`config.mk`:
```
export PLATFORM = sky130hd
export DESIGN_NAME = uart_text_ctrl_flat
export DESIGN_NICKNAME = d
export VERILOG_FILES = /design/src/rtl/uart_text_ctrl_if.sv /design/src/rtl/uart_text_ctrl.sv /design/src/flat_wrapper.sv
export SDC_FILE = /design/constraint.sdc
export NUM_CORES = 1
export LEC_CHECK = 0
export CAP_MARGIN = 20
export CORE_ASPECT_RATIO = 1.5
export CORE_MARGIN = 2
export CORE_UTILIZATION = 40
export DETAILED_ROUTE_END_ITERATION = 10
export PLACE_DENSITY = 0.68
export RECOVER_POWER = 50
export SETUP_SLACK_MARGIN = 0.4
export SYNTH_ARGS = -nofsm -noshare
export SYNTH_HDL_FRONTEND = slang
export SYNTH_SLANG_ARGS = --single-unit
```
`constraint.sdc`:
```
create_clock -name clk_i -period 3.7 [get_ports clk_i]
set_clock_uncertainty 0.2 [all_clocks]
set_input_delay 0.74 -clock clk_i [delete_from_list [all_inputs] [get_ports clk_i]]
set_output_delay 0.74 -clock clk_i [all_outputs]
set_load 0.03 [all_outputs]
```
`src/rtl/uart_text_ctrl_if.sv`:
```
// Bundles the UART byte intake, the text-buffer write port and the
// cursor/status outputs of the UART text controller.
interface uart_text_ctrl_if #(
  parameter int COLS = 80,
  parameter int ROWS = 30,
  parameter int AW   = 12
);
  localparam int RW = $clog2(ROWS);
  localparam int CW = $clog2(COLS);

  logic          rx_valid_i;
  logic [7:0]    rx_data_i;
  logic          wr_valid_o;
  logic [AW-1:0] wr_addr_o;
  logic [7:0]    wr_data_o;
  logic          wr_ready_i;
  logic [RW-1:0] cursor_row_o;
  logic [CW-1:0] cursor_col_o;
  logic          busy_o;
  logic          overrun_o;
  logic          ovr_clr_i;

  modport master (
    input  rx_valid_i, rx_data_i, wr_ready_i, ovr_clr_i,
    output wr_valid_o, wr_addr_o, wr_data_o,
           cursor_row_o, cursor_col_o, busy_o, overrun_o
  );

  modport slave (
    output rx_valid_i, rx_data_i, wr_ready_i, ovr_clr_i,
    input  wr_valid_o, wr_addr_o, wr_data_o,
           cursor_row_o, cursor_col_o, busy_o, overrun_o
  );
endinterface

```
`src/rtl/uart_text_ctrl.sv`:
```
// Turns the UART byte stream into text-buffer writes, cursor moves and a
// full-screen clear, with a one-byte holding slot while a write is in flight.
//
// state     | meaning
// ----------+----------------------------------------------------------
// S_IDLE    | decode next byte (held byte first, then a fresh one)
// S_WRITE   | one character write outstanding on the buffer port
// S_ESC_ROW | next byte is the cursor row (clamped)
// S_ESC_COL | next byte is the cursor column (clamped)
// S_CLEAR   | sweeping 0x20 over every cell, ascending address
module uart_text_ctrl #(
  parameter int COLS = 80,
  parameter int ROWS = 30,
  parameter int AW   = 12
) (
  input  logic             clk_i,
  input  logic             rstn_i,
  uart_text_ctrl_if.master bus
);
  localparam int RW    = $clog2(ROWS);
  localparam int CW    = $clog2(COLS);
  localparam int CELLS = COLS * ROWS;

  typedef enum logic [2:0] {
    S_IDLE, S_WRITE, S_ESC_ROW, S_ESC_COL, S_CLEAR
  } state_t;

  state_t        state, state_nxt;
  logic [RW-1:0] row, row_nxt;
  logic [CW-1:0] col, col_nxt;
  logic          pend_vld, pend_vld_nxt;
  logic [7:0]    pend_data, pend_data_nxt;
  logic [AW-1:0] addr, addr_nxt;
  logic [7:0]    data, data_nxt;
  logic          ovr, ovr_nxt;
  logic          drop;
  logic          byte_vld;
  logic [7:0]    byte_cur;
  logic [AW-1:0] cur_addr;

  assign cur_addr = AW'(row) * AW'(COLS) + AW'(col);

  // A held byte always goes ahead of a freshly received one.
  assign byte_vld = pend_vld | bus.rx_valid_i;
  assign byte_cur = pend_vld ? pend_data : bus.rx_data_i;

  always_comb begin
    state_nxt     = state;
    row_nxt       = row;
    col_nxt       = col;
    pend_vld_nxt  = pend_vld;
    pend_data_nxt = pend_data;
    addr_nxt      = addr;
    data_nxt      = data;
    drop          = 1'b0;

    if (state == S_WRITE || state == S_CLEAR) begin
      if (bus.rx_valid_i) begin
        if (pend_vld) begin
          drop = 1'b1;
        end else begin
          pend_vld_nxt  = 1'b1;
          pend_data_nxt = bus.rx_data_i;
        end
      end
    end else if (pend_vld) begin
      pend_vld_nxt  = bus.rx_valid_i;
      pend_data_nxt = bus.rx_valid_i ? bus.rx_data_i : pend_data;
    end

    unique case (state)
      S_IDLE: begin
        if (byte_vld) begin
          if (byte_cur >= 8'h20 && byte_cur <= 8'h7E) begin
            state_nxt = S_WRITE;
            addr_nxt  = cur_addr;
            data_nxt  = byte_cur;
          end else begin
            case (byte_cur)
              8'h0D: col_nxt = '0;
              8'h0A: begin
                col_nxt = '0;
                row_nxt = (row == RW'(ROWS-1)) ? '0 : row + RW'(1);
              end
              8'h08: if (col != '0) col_nxt = col - CW'(1);
              8'h1B: state_nxt = S_ESC_ROW;
              8'h0C: begin
                state_nxt = S_CLEAR;
                addr_nxt  = '0;
                data_nxt  = 8'h20;
              end
              default: ;
            endcase
          end
        end
      end
      S_ESC_ROW: begin
        if (byte_vld) begin
          row_nxt   = (32'(byte_cur) >= 32'(ROWS)) ? RW'(ROWS-1) : RW'(byte_cur);
          state_nxt = S_ESC_COL;
        end
      end
      S_ESC_COL: begin
        if (byte_vld) begin
          col_nxt   = (32'(byte_cur) >= 32'(COLS)) ? CW'(COLS-1) : CW'(byte_cur);
          state_nxt = S_IDLE;
        end
      end
      S_WRITE: begin
        if (bus.wr_ready_i) begin
          state_nxt = S_IDLE;
          if (col == CW'(COLS-1)) begin
            col_nxt = '0;
            row_nxt = (row == RW'(ROWS-1)) ? '0 : row + RW'(1);
          end else begin
            col_nxt = col + CW'(1);
          end
        end
      end
      S_CLEAR: begin
        if (bus.wr_ready_i) begin
          if (addr == AW'(CELLS-1)) begin
            state_nxt = S_IDLE;
            row_nxt   = '0;
            col_nxt   = '0;
          end else begin
            addr_nxt = addr + AW'(1);
          end
        end
      end
      default: state_nxt = S_IDLE;
    endcase

    ovr_nxt = drop ? 1'b1 : (bus.ovr_clr_i ? 1'b0 : ovr);
  end

  always_ff @(posedge clk_i or negedge rstn_i) begin
    if (!rstn_i) begin
      state     <= S_IDLE;
      row       <= '0;
      col       <= '0;
      pend_vld  <= 1'b0;
      pend_data <= '0;
      addr      <= '0;
      data      <= '0;
      ovr       <= 1'b0;
    end else begin
      state     <= state_nxt;
      row       <= row_nxt;
      col       <= col_nxt;
      pend_vld  <= pend_vld_nxt;
      pend_data <= pend_data_nxt;
      addr      <= addr_nxt;
      data      <= data_nxt;
      ovr       <= ovr_nxt;
    end
  end

  assign bus.wr_valid_o   = (state == S_WRITE) || (state == S_CLEAR);
  assign bus.busy_o       = (state == S_WRITE) || (state == S_CLEAR);
  assign bus.wr_addr_o    = addr;
  assign bus.wr_data_o    = data;
  assign bus.cursor_row_o = row;
  assign bus.cursor_col_o = col;
  assign bus.overrun_o    = ovr;
endmodule

```
`src/flat_wrapper.sv`:
```
// flat-port wrapper written by rule: the top's interface ports become plain ports
module uart_text_ctrl_flat 
#(
  parameter int COLS = 80,
  parameter int ROWS = 30,
  parameter int AW   = 12
)
  (clk_i, rstn_i, bus_rx_valid_i, bus_rx_data_i, bus_wr_ready_i, bus_ovr_clr_i, bus_wr_valid_o, bus_wr_addr_o, bus_wr_data_o, bus_cursor_row_o, bus_cursor_col_o, bus_busy_o, bus_overrun_o);
  uart_text_ctrl_if #(.COLS(COLS), .ROWS(ROWS), .AW(AW)) bus_i ();
  input  logic clk_i;
  input  logic rstn_i;
  input wire logic [$bits(bus_i.rx_valid_i)-1:0] bus_rx_valid_i;
  input wire logic [$bits(bus_i.rx_data_i)-1:0] bus_rx_data_i;
  input wire logic [$bits(bus_i.wr_ready_i)-1:0] bus_wr_ready_i;
  input wire logic [$bits(bus_i.ovr_clr_i)-1:0] bus_ovr_clr_i;
  output wire logic [$bits(bus_i.wr_valid_o)-1:0] bus_wr_valid_o;
  output wire logic [$bits(bus_i.wr_addr_o)-1:0] bus_wr_addr_o;
  output wire logic [$bits(bus_i.wr_data_o)-1:0] bus_wr_data_o;
  output wire logic [$bits(bus_i.cursor_row_o)-1:0] bus_cursor_row_o;
  output wire logic [$bits(bus_i.cursor_col_o)-1:0] bus_cursor_col_o;
  output wire logic [$bits(bus_i.busy_o)-1:0] bus_busy_o;
  output wire logic [$bits(bus_i.overrun_o)-1:0] bus_overrun_o;
  assign bus_i.rx_valid_i = bus_rx_valid_i;
  assign bus_i.rx_data_i = bus_rx_data_i;
  assign bus_i.wr_ready_i = bus_wr_ready_i;
  assign bus_i.ovr_clr_i = bus_ovr_clr_i;
  assign bus_wr_valid_o = bus_i.wr_valid_o;
  assign bus_wr_addr_o = bus_i.wr_addr_o;
  assign bus_wr_data_o = bus_i.wr_data_o;
  assign bus_cursor_row_o = bus_i.cursor_row_o;
  assign bus_cursor_col_o = bus_i.cursor_col_o;
  assign bus_busy_o = bus_i.busy_o;
  assign bus_overrun_o = bus_i.overrun_o;
  uart_text_ctrl #(.COLS(COLS), .ROWS(ROWS), .AW(AW)) u_core (.clk_i(clk_i), .rstn_i(rstn_i), .bus(bus_i));
endmodule
```
* Word level (Yosys, flattened, before mapping)
Index checks and enable logic that the tools add are counted.
** Word-level totals
- Input bits :: 13
- Output and inout bits :: 35
- Logic and storage cells :: 116
- Register bits :: 45
** Cells by class
- Magnitude comparators :: 4
- Equality and inequality tests :: 28
- Bitwise gates (word level) :: 1
- Muxes and demuxes :: 52
- Reduce and logical (&&, ||, !) cells :: 17
- Add/sub/neg operators :: 5
- Multiply operators :: 1
** Operator list (count)
- two-way mux 7 bit :: 9
- two-way mux 12 bit :: 5
- two-way mux 8 bit :: 7
- two-way mux 5 bit :: 10
- equality test 8 x 4 -> 1 bit (second input constant) :: 4
- one-hot mux 7 bit (4 select lines) :: 1
- one-hot mux 12 bit (2 select lines) :: 1
- two-way mux 3 bit :: 7
- one-hot mux 5 bit (4 select lines) :: 1
- inequality test 2 bit (second input constant) :: 9
- AND reduction 9 bit :: 2
- one-hot mux 3 bit (5 select lines) :: 1
- one-hot mux 7 bit (2 select lines) :: 1
- adder 12 x 1 -> 12 bit (second input constant) :: 1
- adder 12 x 7 -> 12 bit :: 1
- equality test 12 bit (second input constant) :: 1
- equality test 8 x 5 -> 1 bit (second input constant) :: 1
- greater-or-equal comparator 8 x 5 -> 1 bit (second input constant) :: 1
- greater-or-equal comparator 8 x 6 -> 1 bit (second input constant) :: 1
- greater-or-equal comparator 8 x 7 -> 1 bit (second input constant) :: 1
- <= comparator 8 x 7 -> 1 bit (second input constant) :: 1
- multiplier 5 x 3 -> 8 bit (second input constant) :: 1
- two-way mux 1 bit :: 8
- nonzero test 2 bit :: 4
- 23 further kinds :: 29

* Logic depth before layout (Yosys ltp)
Gate-level depths: netlist (run 1).
- Depth after elaboration :: 7
- Mapped depth :: 9
- Mapped depth without buffers :: 9

* Worst setup path before layout (run 1)
OpenSTA, ideal clock, no wires.
- Path type :: flip-flop to flip-flop
- Start point :: register u_core.row[3], in the netlist u_core.bus.cursor_row_o[3]
- End point :: register u_core.addr[9], in the netlist u_core.bus.wr_addr_o[9]
- Buffers on the path :: 0
- Slack :: 919 ps
- Cell stages (with the launch flop) :: 9
- Required time :: 3373 ps
- Period minus slack after synthesis :: 2781 ps
- Setup time :: 127 ps
- Arrival :: 2454 ps
- Path through :: dfrtp_1 -> ha_1 -> ha_1 -> inv_1 -> fa_1 -> or3b_2 -> xor2_1 -> a21oi_1 -> o22ai_1
** On the way
- Longest elaborated chain between the ends :: 5
** RTL lines
- start: declaration :: RTL line uart_text_ctrl.sv:29 : logic [RW-1:0] row, row_nxt;
- start signal: assignment :: RTL line uart_text_ctrl.sv:149 : row <= row_nxt;
- multiplier 5 x 3 -> 8 bit :: RTL line uart_text_ctrl.sv:41 : assign cur_addr = AW'(row) * AW'(COLS) + AW'(col);
- adder 12 x 7 -> 12 bit :: RTL line uart_text_ctrl.sv:41
- two-way mux 12 bit :: RTL line uart_text_ctrl.sv:74 : if (byte_cur >= 8'h20 && byte_cur <= 8'h7E) begin
- two-way mux 12 bit :: RTL line uart_text_ctrl.sv:73 : if (byte_vld) begin
- one-hot mux 12 bit (2 select lines) :: RTL line uart_text_ctrl.sv:71 : unique case (state)
- end signal: assignment :: RTL line uart_text_ctrl.sv:153 : addr <= addr_nxt;
- end: declaration :: RTL line uart_text_ctrl.sv:33 : logic [AW-1:0] addr, addr_nxt;
Every way passes these cells. The select of a mux whose other input is x is not followed.
A chain may end at the register's enable or synchronous reset.

* Worst setup path after layout (run 1)
- Start point :: input port bus_rx_data_i[1]
- End point :: register u_core.col[1], in the netlist u_core.bus.cursor_col_o[1]
** On the way
- Longest elaborated chain between the ends :: 7
- Elaborated cells on any way between the ends :: 19
- Those cells by class :: order compare (3); eq/ne (6); mux (7); reduce/logical (3)
** RTL lines
- start: declaration :: RTL line flat_wrapper.sv:13 : input wire logic [$bits(bus_i.rx_data_i)-1:0] bus_rx_data_i;
- two-way mux 8 bit (*) :: RTL line uart_text_ctrl.sv:45 : assign byte_cur = pend_vld ? pend_data : bus.rx_data_i;
- equality test 8 x 4 -> 1 bit :: RTL line uart_text_ctrl.sv:79 : case (byte_cur)
- OR reduction 2 bit (no source line)
- one-hot mux 7 bit (2 select lines) :: RTL line uart_text_ctrl.sv:79
- two-way mux 7 bit :: RTL line uart_text_ctrl.sv:74
- two-way mux 7 bit :: RTL line uart_text_ctrl.sv:73
- one-hot mux 7 bit (4 select lines) :: RTL line uart_text_ctrl.sv:71
- end signal: assignment :: RTL line uart_text_ctrl.sv:150 : col <= col_nxt;
- end: declaration :: RTL line uart_text_ctrl.sv:30 : logic [CW-1:0] col, col_nxt;
Mark *: on every way between the ends. The rest lies on a longest branch, timed or not. The select of a mux whose other input is x is not followed.

==> results.tsv, run 1 <==
stage	metric	value	unit
layout	Fillers	799	
floorplanning	DIE WIDTH	79.7	um
layout	Layout Nets	463	
setup_path	worst r2r src	u_core.pend_vld	
floorplanning	Initial Utilization	41.1	%
drt	WL final	9200	um
sta	RSZ-0062 raised after global routing	yes	
global_routing	grt ovf	0	
sta	Slew Limit Headroom	10.7	%
synth	ranking of synthesized cells by area	dfrtp_1 33%, ha_1 5.5%, a21oi_1 4.1%	
drt	vias per cell	5.88	
synth	number of library cell types mapped by synthesis	72	
synth	flops & latches, synth	45	
setup_path	CP Capture Type	flip-flop	
global_routing	pin count of the biggest net entering global routing	46	
power_and_ir_drop	Clk network pwr share	14.1	%
sta	Setup TNS	0	ns
synth	Yosys top cell by area	dfrtp_1	
power_and_ir_drop	Peak VDD IR	509	uV
synth	Synth Warn #	0	
clock_tree	number of CTS-inserted buffers	5	
status	status	finished clean	
placed_design	routability-driven placement congestion ratio	0.904	
setup_path	setup slack, reg-to-reg	0.70	ns
synth	Syn Inst Count	390	
clock_tree	post-CTS setup buffers	0	
setup_path	Worst EP arrival	3.20	ns
floorplanning	die area	0.00936	mm2
sta	period utilization	87.1	%
sta	Hold Vio Cnt, Final	0	
power_and_ir_drop	P_int	1.76	mW
setup_path	Worst EP required	3.68	ns
layout	diode count	0	
sta	Final min period	3.22	ns
setup_path	Worst Path Max Fanout	7	
sta	fmax	0.310	GHz
power_and_ir_drop	Sw Ratio	48.0	%
global_routing	Total GRT Usage	20.6	%
floorplanning	# rows	41	
layout	area delta synth->final	20.5	%
synth	top cell type's share of synthesized area	32.8	%
placed_design	dpl hpwl	6940	um
synth	Synth Flop Type	dfrtp_1	
synth	average size of a mapped cell	8.81	um2
setup_path	Critical Path Sink	u_core.bus.cursor_col_o[1]	
clock_tree	CTS sink count	45	
setup_path	Critical Path Source	bus_rx_data_i[1]	
floorplanning	Ports	48	
sta	Worst Tran Pin Value	1.34	ns
setup_path	r2r endpoint	u_core.bus.cursor_col_o[1]	
power_and_ir_drop	Psw	1.63	mW
synth	Post-synth EDFFs	0	
global_routing	vias in the first global route	3037	
clock_tree	hold_buf cts	0	
clock_tree	root buffer cell	clkbuf_16	
setup_path	Worst setup SP type	primary input	
clock_tree	later-pin clock latency in the skew report	0.29	ns
drt	DR iter-0 viols	185	
power_and_ir_drop	sequential power share	29.2	%
layout	fin util	49.5	%
flow_run	max cap viols	0	
power_and_ir_drop	combinational group share of total power	56.6	%
synth	sequential share of the synthesized area	32.8	%
synth	syn_nets	420	
clock_tree	worst-case clock buffer depth	2	
floorplanning	Core ar.	0.00836	mm2
setup_path	reg2reg path depth	6	
layout	most frequent cells in the layout	44 x dfrtp_1, 32 x clkdlybuf4s50_1, 29 x nand2_1	
sta	WHS	0.286	ns
hold_path	worst hold path type	reg -> reg	
layout	commonest non-fill, non-tap cell in the layout	dfrtp_1	
sta	Max Slew Vio Count	0	
clock_tree	htree depth	2	
drt	DRC	0	
floorplanning	floorplan die height	117	um
global_routing	first-pass GRT wire length	15400	um
drt	wire length per cell	17.0	um
layout	fraction of layout cells with a size suffix above 1	10.1	%
drt	vias	3182	
power_and_ir_drop	total power	3.39	mW
sta	final setup violation count	0	
hold_path	Hold Crit Start	u_core.bus.wr_data_o[4]	
synth	Cell Area, Synth	0.00343	mm2
clock_tree	TritonCTS clock tree	built	
clock_tree	CTS clk-pin slew, worst paths	0.06	ns
placed_design	Port Buf Inserts	47	
drt	Final ANT Viol Nets	0	
synth	async set-reset flop share out of synthesis	100	%
drt	drt first pass iters	5	
power_and_ir_drop	PD cells	819	mW/mm2
global_routing	antenna violations before repair	0	
power_and_ir_drop	LEAKAGE	1.70	nW
setup_path	WS Path Type	in -> reg	
[area by class of cell]
class	count	area [um2]	share of cell area, %
inverter	19	71.3	1.72
sequential	45	1130	27.2
tap	107	134	3.23
clock inverter	1	5.00	0.121
timing repair buffer	54	513	12.4
multi-input combinational	308	2140	51.6
clock buffer	7	153	3.69
[cell families (layout without fill, tap and decap cells)]
group	Yosys count	count (layout)	share of synthesized area [%]
compound gates	120	120	24.7
xor+xnor	14	14	3.57
fa+ha+maj	18	18	6.92
buf+inv	37	81	5.10
flops	45	45	32.8
mux	14	14	4.59
simple gates	142	142	22.4
[power by group through the flow]
| stage | Clock [mW] | Combinational (mW) | Sequential, mW |
|---|---|---|---|
| floorplan | 0 | 1.19 | 1.12 |
| global placement | 0 | 1.90 | 0.989 |
| detailed placement | 0 | 1.93 | 0.997 |
| CTS | 0.492 | 1.94 | 0.990 |
| global route | 0.511 | 2.10 | 1.03 |
| finish | 0.479 | 1.92 | 0.991 |
[metrics by stage]
stage / area [um2] / std cells / setup slack [ns]
final: 4140 / 541 / 0.478
after global routing: 4140 / 541 / 0.388
after CTS: 4130 / 540 / 0.467
after detailed placement: 3980 / 532 / 0.188
after global placement: 3980 / 532 / 0.141
after floorplan: 3430 / 390 / 0.919
[worst max-delay path, stage by stage]
cell             delay (ns)
clkdlybuf4s50_1        0.48
mux2i_2                0.44
o21ai_1                0.30
nor4_1                 0.39
a211oi_2               0.15
or2_1                  0.36
mux2_4                 0.33
[state kept, by name, summed over array words and instances, names as in the netlist]
signal                   count
u_core.bus.cursor_col_o      7
u_core.bus.wr_data_o         8
u_core.bus.overrun_o         1
u_core.pend_vld              1
u_core.bus.wr_addr_o        12
u_core.bus.cursor_row_o      5
u_core.pend_data             8
u_core.state                 3
[how the worst min path moves through the flow]
stage	slack, ns	endpoint	cells past startpoint
2_1_floorplan	0.24	u_core.bus.cursor_col_o[0]	0
3_3_place_gp	0.28	u_core.bus.wr_data_o[2]	2
3_5_place_dp	0.27	u_core.bus.wr_data_o[7]	1
4_1_cts	0.30	u_core.bus.wr_data_o[4]	2
5_1_grt	0.30	u_core.bus.wr_data_o[7]	1
6_report	0.29	u_core.bus.wr_data_o[4]	2
[what timing repair did]
item                       in CTS  in global routing
hold endpoints to repair        0                  0
setup endpoints to repair       0                 17
gates resized for setup         0                  2
[metal layers]
| metal | GRT usage [%] | up-vias | share of wire [%] |
|---|---|---|---|
| met5 | 0 | - | 0 |
| met4 | 9.81 | 0 | 3.5 |
| met3 | 2.76 | 19 | 4.2 |
| met2 | 34.8 | 97 | 52 |
| met1 | 25.4 | 1527 | 41 |
| li1 | - | 1539 | - |
[cell usage after synthesis, types with 2 or more instances]
cell      instances
o32a_1            4
o22a_1            2
nand2_1          29
inv_1            19
o31ai_1          10
a31oi_1           6
ha_1             15
a211o_1           3
nor4_1            7
xor2_1            7
mux2i_1           5
nand3_1          14
a21o_1            5
xnor2_1           7
and3b_1           2
mux2_2            7
o21ai_0          23
a21oi_1          28
nor3b_1           3
nand2b_1          5
nor2_1           29
fa_1              2
and2_1            2
or2_2             4
nand4b_1          2
or3b_2            3
buf_6             3
nor3_1           16
o21ai_1           4
o32ai_1           2
o21a_1            5
dfrtp_1          45
clkbuf_1         10
nand4_1           6
and3_1            7
nor2b_1           4
buf_4             3
buf_2             2
o22ai_1           7
No activity file was read; power rests on OpenSTA's default activity.
==> run 2: changes to the inputs <==
--- a/config.mk
+++ b/config.mk
@@ -7,7 +7,7 @@
 export LEC_CHECK = 0
 export CAP_MARGIN = 20
 export CORE_ASPECT_RATIO = 1.5
-export CORE_MARGIN = 2
+export CORE_MARGIN = 4
 export CORE_UTILIZATION = 40
 export DETAILED_ROUTE_END_ITERATION = 10
 export PLACE_DENSITY = 0.68
==> results.tsv, run 2 (synthesis gave the netlist of run 1 again) <==
stage	metric	value	unit	change
sta	Setup TNS	0	ns	unchanged
layout	fraction of layout cells with a size suffix above 1	9.89	%	-0.25 points
setup_path	Critical Path Source	u_core.state[2]		
power_and_ir_drop	combinational group share of total power	56.4	%	-0.2 points
clock_tree	CTS clk-pin slew, worst paths	0.06	ns	about the same
floorplanning	DIE WIDTH	83.7	um	+5.0%
setup_path	crit-path leading delay family	buffers and inverters		
layout	Layout Nets	464		+0.22%
clock_tree	TritonCTS clock tree	built		
clock_tree	htree depth	2		unchanged
placed_design	dpl hpwl	6950	um	+0.17%
sta	fmax	0.319	GHz	+2.7%
global_routing	pin count of the biggest net entering global routing	46		unchanged
drt	Final ANT Viol Nets	0		unchanged
setup_path	crit-path cells	nand2b_1 > a21oi_1 > clkdlybuf4s50_1		
flow_run	max cap viols	1		+1
clock_tree	worst-case clock buffer depth	2		unchanged
sta	Slew Limit Headroom	-11.8	%	-22 points
sta	RSZ-0062 raised after global routing	yes		
drt	drt first pass iters	5		unchanged
status	violated checks	capacitance limit, slew limit		
drt	WL final	9320	um	+1.4%
power_and_ir_drop	Psw	1.62	mW	-0.21%
placed_design	routability-driven placement congestion ratio	0.893		-1.2%
power_and_ir_drop	Sw Ratio	46.9	%	-1.0 points
setup_path	Worst Path Max Fanout	8		+1
layout	Post-Layout Cell Count	542		+0.18%
clock_tree	number of CTS-inserted buffers	5		unchanged
setup_path	CP bufs+invs	1		unchanged
global_routing	first-pass GRT wire length	15500	um	+0.85%
setup_path	highest cell delay on the worst timing path	0.77	ns	+0.29 ns
sta	Hold Vio Cnt, Final	0		unchanged
global_routing	grt ovf	0		unchanged
power_and_ir_drop	PD cells	829	mW/mm2	+1.3%
floorplanning	die area	0.0102	mm2	+8.6%
drt	vias	3181		-0.031%
setup_path	Worst EP required	2.76	ns	-0.92 ns
sta	final setup violation count	0		unchanged
setup_path	worst r2r src	u_core.pend_vld		
hold_path	worst hold path type	reg -> reg		
sta	Final min period	3.14	ns	-0.0847 ns
clock_tree	root buffer cell	clkbuf_16		
layout	commonest non-fill, non-tap cell in the layout	dfrtp_1		
drt	vias per cell	5.87		-0.22%
setup_path	Crit-path slowest cell	clkdlybuf4s50_1		
placed_design	Port Buf Inserts	47		unchanged
setup_path	Worst EP arrival	2.20	ns	-1.00 ns
floorplanning	Ports	48		unchanged
sta	period utilization	84.8	%	-2.3 points
floorplanning	# rows	41		unchanged
floorplanning	Core ar.	0.00841	mm2	+0.61%
power_and_ir_drop	sequential power share	28.3	%	-0.9 points
hold_path	Hold Crit Start	u_core.bus.wr_data_o[0]		
floorplanning	floorplan die height	121	um	+3.4%
setup_path	Crit path depth	3		-4
global_routing	Total GRT Usage	19.1	%	-1.5 points
layout	area delta synth->final	21.4	%	
global_routing	antenna violations before repair	0		unchanged
layout	Fillers	818		+2.4%
floorplanning	Initial Utilization	40.8	%	-0.25 points
sta	Worst Tran Pin Value	1.68	ns	+0.336 ns
layout	max reg flops	12		unchanged
setup_path	Worst setup SP type	flip-flop		
clock_tree	post-CTS setup buffers	0		unchanged
placed_design	pre-CTS WS	0.193	ns	+0.00557 ns
sta	final worst slack	0.563	ns	+0.0847 ns
layout	most frequent cells in the layout	45 x dfrtp_1, 39 x clkdlybuf4s50_1, 29 x nand2_1		
placed_design	Inst Count DP	533		+0.19%
global_routing	vias in the first global route	3087		+1.6%
drt	wire length per cell	17.2	um	+1.2%
hold_path	hold path depth	2		unchanged
setup_path	CP Capture Type	output pin		
power_and_ir_drop	P_int	1.83	mW	+4.0%
clock_tree	CTS sink count	45		unchanged
drt	DRC	0		unchanged
status	status	complete, but fails checks		
power_and_ir_drop	total power	3.46	mW	+2.0%
setup_path	reg2reg path depth	7		+1
power_and_ir_drop	Clk network pwr share	15.3	%	+1.2 points
drt	DR iter-0 viols	155		-16%
power_and_ir_drop	LEAKAGE	1.69	nW	-0.43%
setup_path	WS Path Type	reg -> out		
clock_tree	later-pin clock latency in the skew report	0.30	ns	about the same
sta	Max Slew Vio Count	31		+31
power_and_ir_drop	Peak VDD IR	472	uV	-7.3%
layout	diode count	0		unchanged
## run 2: cell type report
class / count / area (um2) / share of cell area, %
clock inverter: 1 / 30.0 / 0.720
clock buffer: 7 / 143 / 3.42
tap: 107 / 134 / 3.21
inverter: 19 / 71.3 / 1.71
timing repair buffer: 55 / 520 / 12.5
multi-input combinational: 308 / 2140 / 51.4
sequential: 45 / 1130 / 27.0
## run 2: power by group through the flow
stage          sequential (mW)  combinational [mW]  clock [mW]
6_report                 0.978                1.95       0.529
4_1_cts                  0.975                1.96       0.540
3_3_place_gp             0.979                1.92           0
5_1_grt                   1.01                2.14       0.561
3_5_place_dp             0.983                1.95           0
2_1_floorplan             1.12                1.19           0
## run 2: routing by layer
metal | track usage, % | share of wire (%)
met1 | 22.3 | 40
met5 | 0 | 0
met3 | 2.85 | 4.5
met4 | 9.05 | 3.4
met2 | 34.0 | 52
## run 2: worst register-to-register path, cell delays in order, from the launching register on
cell      delay [ns]
dfrtp_1         0.67
buf_4           0.29
and3b_1         0.19
a31oi_1         0.33
nor4_1          0.11
a211oi_2        0.50
or2_1           0.34
mux2_4          0.33
## run 2: final timing paths
kind	to	slack [ns]
hold / removal	u_core.bus.wr_data_o[0]	0.28
min in group asynchronous	u_core.bus.wr_addr_o[7]	0.31
hold reg to reg	u_core.bus.wr_data_o[0]	0.28
setup reg to reg	u_core.bus.cursor_col_o[1]	0.65
setup / recovery	bus_wr_valid_o	0.56
max in group asynchronous	u_core.bus.cursor_row_o[1]	0.94
## run 2: per-stage QoR
stage,util [%],area [um2],hold slack [ns]
6_report,49.6,4170,0.279
5_1_grt,49.6,4170,0.307
4_1_cts,49.4,4160,0.288
3_5_place_dp,47.3,3980,0.268
3_3_place_gp,47.3,3980,0.277
2_1_floorplan,-,3430,0.244
## run 2: what timing repair did
action                                 4_1_cts  5_1_grt
gates resized for setup                      0        3
hold buffers                                 0        0
setup endpoints to repair                    0        2
endpoints found under the hold margin        0        0
==> run 3: changes to the inputs <==
--- a/config.mk
+++ b/config.mk
@@ -10,7 +10,7 @@
 export CORE_MARGIN = 4
 export CORE_UTILIZATION = 40
 export DETAILED_ROUTE_END_ITERATION = 10
-export PLACE_DENSITY = 0.68
+export PLACE_DENSITY = 0.71
 export RECOVER_POWER = 50
 export SETUP_SLACK_MARGIN = 0.4
 export SYNTH_ARGS = -nofsm -noshare
==> constraint.sdc (replaced) <==
create_clock -name clk_i -period 2.52 [get_ports clk_i]
set_clock_uncertainty 0.2 [all_clocks]
set_input_delay 0.504 -clock clk_i [delete_from_list [all_inputs] [get_ports clk_i]]
set_output_delay 0.504 -clock clk_i [all_outputs]
set_load 0.03 [all_outputs]
==> results.tsv, run 3 (synthesis gave the netlist of run 1 again) <==
stage	metric	value	unit	change
clock_tree	worst-case clock buffer depth	2		unchanged
layout	area delta synth->final	54.0	%	
setup_path	Worst EP required	2.50	ns	-0.26 ns
drt	DR iter-0 viols	348		+120%
sta	Final min period	2.44	ns	
drt	DRC	0		unchanged
clock_tree	htree depth	2		unchanged
floorplanning	Initial Utilization	40.8	%	unchanged
layout	Post-Layout Cell Count	623		+15%
sta	final setup violation count	0		unchanged
clock_tree	CTS clk-pin slew, worst paths	0.07	ns	about the same
sta	RSZ-0062 raised after global routing	yes		
drt	vias	3667		+15%
floorplanning	DIE WIDTH	83.7	um	unchanged
drt	wire length per cell	18.8	um	+9.0%
sta	Hold Vio Cnt, Final	0		unchanged
floorplanning	floorplan die height	121	um	unchanged
layout	fin util	62.9	%	+13 points
placed_design	routability-driven placement congestion ratio	0.940		+5.3%
placed_design	Inst Count DP	594		+11%
layout	max reg flops	12		unchanged
power_and_ir_drop	PD cells	1220	mW/mm2	+48%
power_and_ir_drop	Peak VDD IR	772	uV	+63%
global_routing	antenna violations before repair	0		unchanged
placed_design	area post-placement	0.00463	mm2	+16%
drt	highest metal used	met4		
sta	Worst Tran Pin Value	1.36	ns	-0.316 ns
drt	drt first pass iters	5		unchanged
clock_tree	root buffer cell	clkbuf_16		
status	status	finished clean		
layout	most frequent cells in the layout	70 x buf_4, 34 x dfrtp_1, 28 x nor2_1		
setup_path	CP Capture Type	flip-flop		
sta	Slew Limit Headroom	9.32	%	+21 points
drt	WL final	11700	um	+25%
global_routing	first-pass GRT wire length	19100	um	+23%
setup_path	CP most frequent cell	ha_4		
setup_path	reg2reg path depth	8		+1
floorplanning	Core ar.	0.00841	mm2	unchanged
setup_path	Worst setup SP type	flip-flop		
floorplanning	die area	0.0102	mm2	unchanged
clock_tree	hold_buf cts	0		unchanged
layout	fin area	0.00529	mm2	+27%
floorplanning	Ports	48		unchanged
flow_run	max cap viols	0		-1
clock_tree	later-pin clock latency in the skew report	0.30	ns	about the same
layout	Layout Nets	545		+17%
layout	fraction of layout cells with a size suffix above 1	37.8	%	+28 points
setup_path	crit-path cells	ha_4 > ha_4 > inv_2 > fa_2 > or3b_4 > xor2_1 > a21oi_1 > o22ai_1		
floorplanning	# rows	41		unchanged
global_routing	grt ovf	0		unchanged
setup_path	highest cell delay on the worst timing path	0.44	ns	-0.33 ns
setup_path	Crit-path slowest cell	fa_2		
global_routing	Total GRT Usage	23.6	%	+4.5 points
sta	fmax	0.409	GHz	
layout	Fillers	707		-14%
sta	period utilization	96.9	%	
drt	Final ANT Viol Nets	0		unchanged
power_and_ir_drop	LEAKAGE	2.25	nW	+33%
layout	commonest non-fill, non-tap cell in the layout	buf_4		
drt	WL met1	4190	um	+11%
global_routing	vias in the first global route	3859		+25%
power_and_ir_drop	total power	6.47	mW	+87%
clock_tree	CTS sink count	45		unchanged
sta	WHS	0.303	ns	+0.0244 ns
placed_design	dpl hpwl	7970	um	+15%
drt	met3 WL post-DR	502	um	+20%
clock_tree	TritonCTS clock tree	built		
drt	vias per cell	5.89		+0.29%
clock_tree	number of CTS-inserted buffers	5		unchanged
setup_path	Worst Path Max Fanout	2		-6
setup_path	Worst EP arrival	2.42	ns	+0.22 ns
layout	diode count	0		unchanged
placed_design	Port Buf Inserts	47		unchanged
hold_path	worst hold path type	in -> async		
setup_path	WS Path Type	reg -> reg		
sta	Max Slew Vio Count	0		-100%
global_routing	pin count of the biggest net entering global routing	25		-46%
drt	DR WL met2	6300	um	+30%
run 3: changes by cell type in the layout (fill, tap and decap cells not counted), moves of 11 or more:
cell	delta
buf_4	+63
o21ai_0	-16
dfrtp_1	-11
dlygate4sd2_1	+26
clkdlybuf4s50_1	-28
dfrtp_2	+11
run 3: worst max-delay path: cells and delay by family, from the launching register on:
kind / cells / cell delay, ns
AO/OA/AOI/OAI: 2 / 0.22
XOR/XNOR: 1 / 0.16
adder cells (fa/ha/maj): 3 / 0.85
buffers and inverters: 1 / 0.05
flip-flops: 1 / 0.42
AND/OR/NAND/NOR: 1 / 0.41
run 3: where the power goes:
| part | internal [mW] | switching (mW) |
|---|---|---|
| combinational | 1.92 | 2.38 |
| clock | 0.496 | 0.300 |
| sequential | 1.01 | 0.370 |
run 3: final timing paths:
| kind | start | end | slack [ns] |
|---|---|---|---|
| max in group asynchronous | rstn_i | u_core.pend_vld | 0.50 |
| hold / removal | rstn_i | u_core.bus.cursor_row_o[3] | 0.30 |
| setup / recovery | u_core.bus.cursor_row_o[3] | u_core.bus.wr_addr_o[9] | 0.08 |
| hold reg to reg | u_core.bus.overrun_o | u_core.bus.overrun_o | 0.31 |
| setup reg to reg | u_core.bus.cursor_row_o[3] | u_core.bus.wr_addr_o[9] | 0.08 |
| min in group clk_i | u_core.bus.overrun_o | u_core.bus.overrun_o | 0.31 |
run 3: final cells by class:
class | instances | area, um2 | area share (%)
Clock buffer | 6 | 139 | 2.63
Tap cell | 107 | 134 | 2.53
Multi-Input combinational cell | 309 | 2640 | 50.0
Clock inverter | 2 | 37.5 | 0.710
Timing Repair Buffer | 135 | 1130 | 21.3
Sequential cell | 45 | 1140 | 21.5
Inverter | 19 | 71.3 | 1.35
run 3: metal layers:
| metal | track usage, % | vias to the layer above |
|---|---|---|
| met5 | 0 | - |
| met4 | 15.2 | 0 |
| li1 | - | 1711 |
| met3 | 3.80 | 51 |
| met1 | 24.8 | 1765 |
| met2 | 42.9 | 140 |
run 3: metrics by stage:
step | setup WS, ns | TNS [ns]
floorplan | -0.00774 | -0.0107
global placement | -0.259 | -5.13
detailed placement | -0.276 | -5.76
CTS | 0.0690 | 0
global route | 0.00812 | 0
finish | 0.0776 | 0
run 3: repair_timing:
| item | 4_1_cts | 5_1_grt |
|---|---|---|
| buffers inserted | 17 | 2 |
| hold endpoints to repair | 0 | 0 |
| pin swaps | 19 | 6 |
| cloned | 2 | 0 |
| setup endpoints to repair | 53 | 52 |
| gates resized for setup | 97 | 24 |
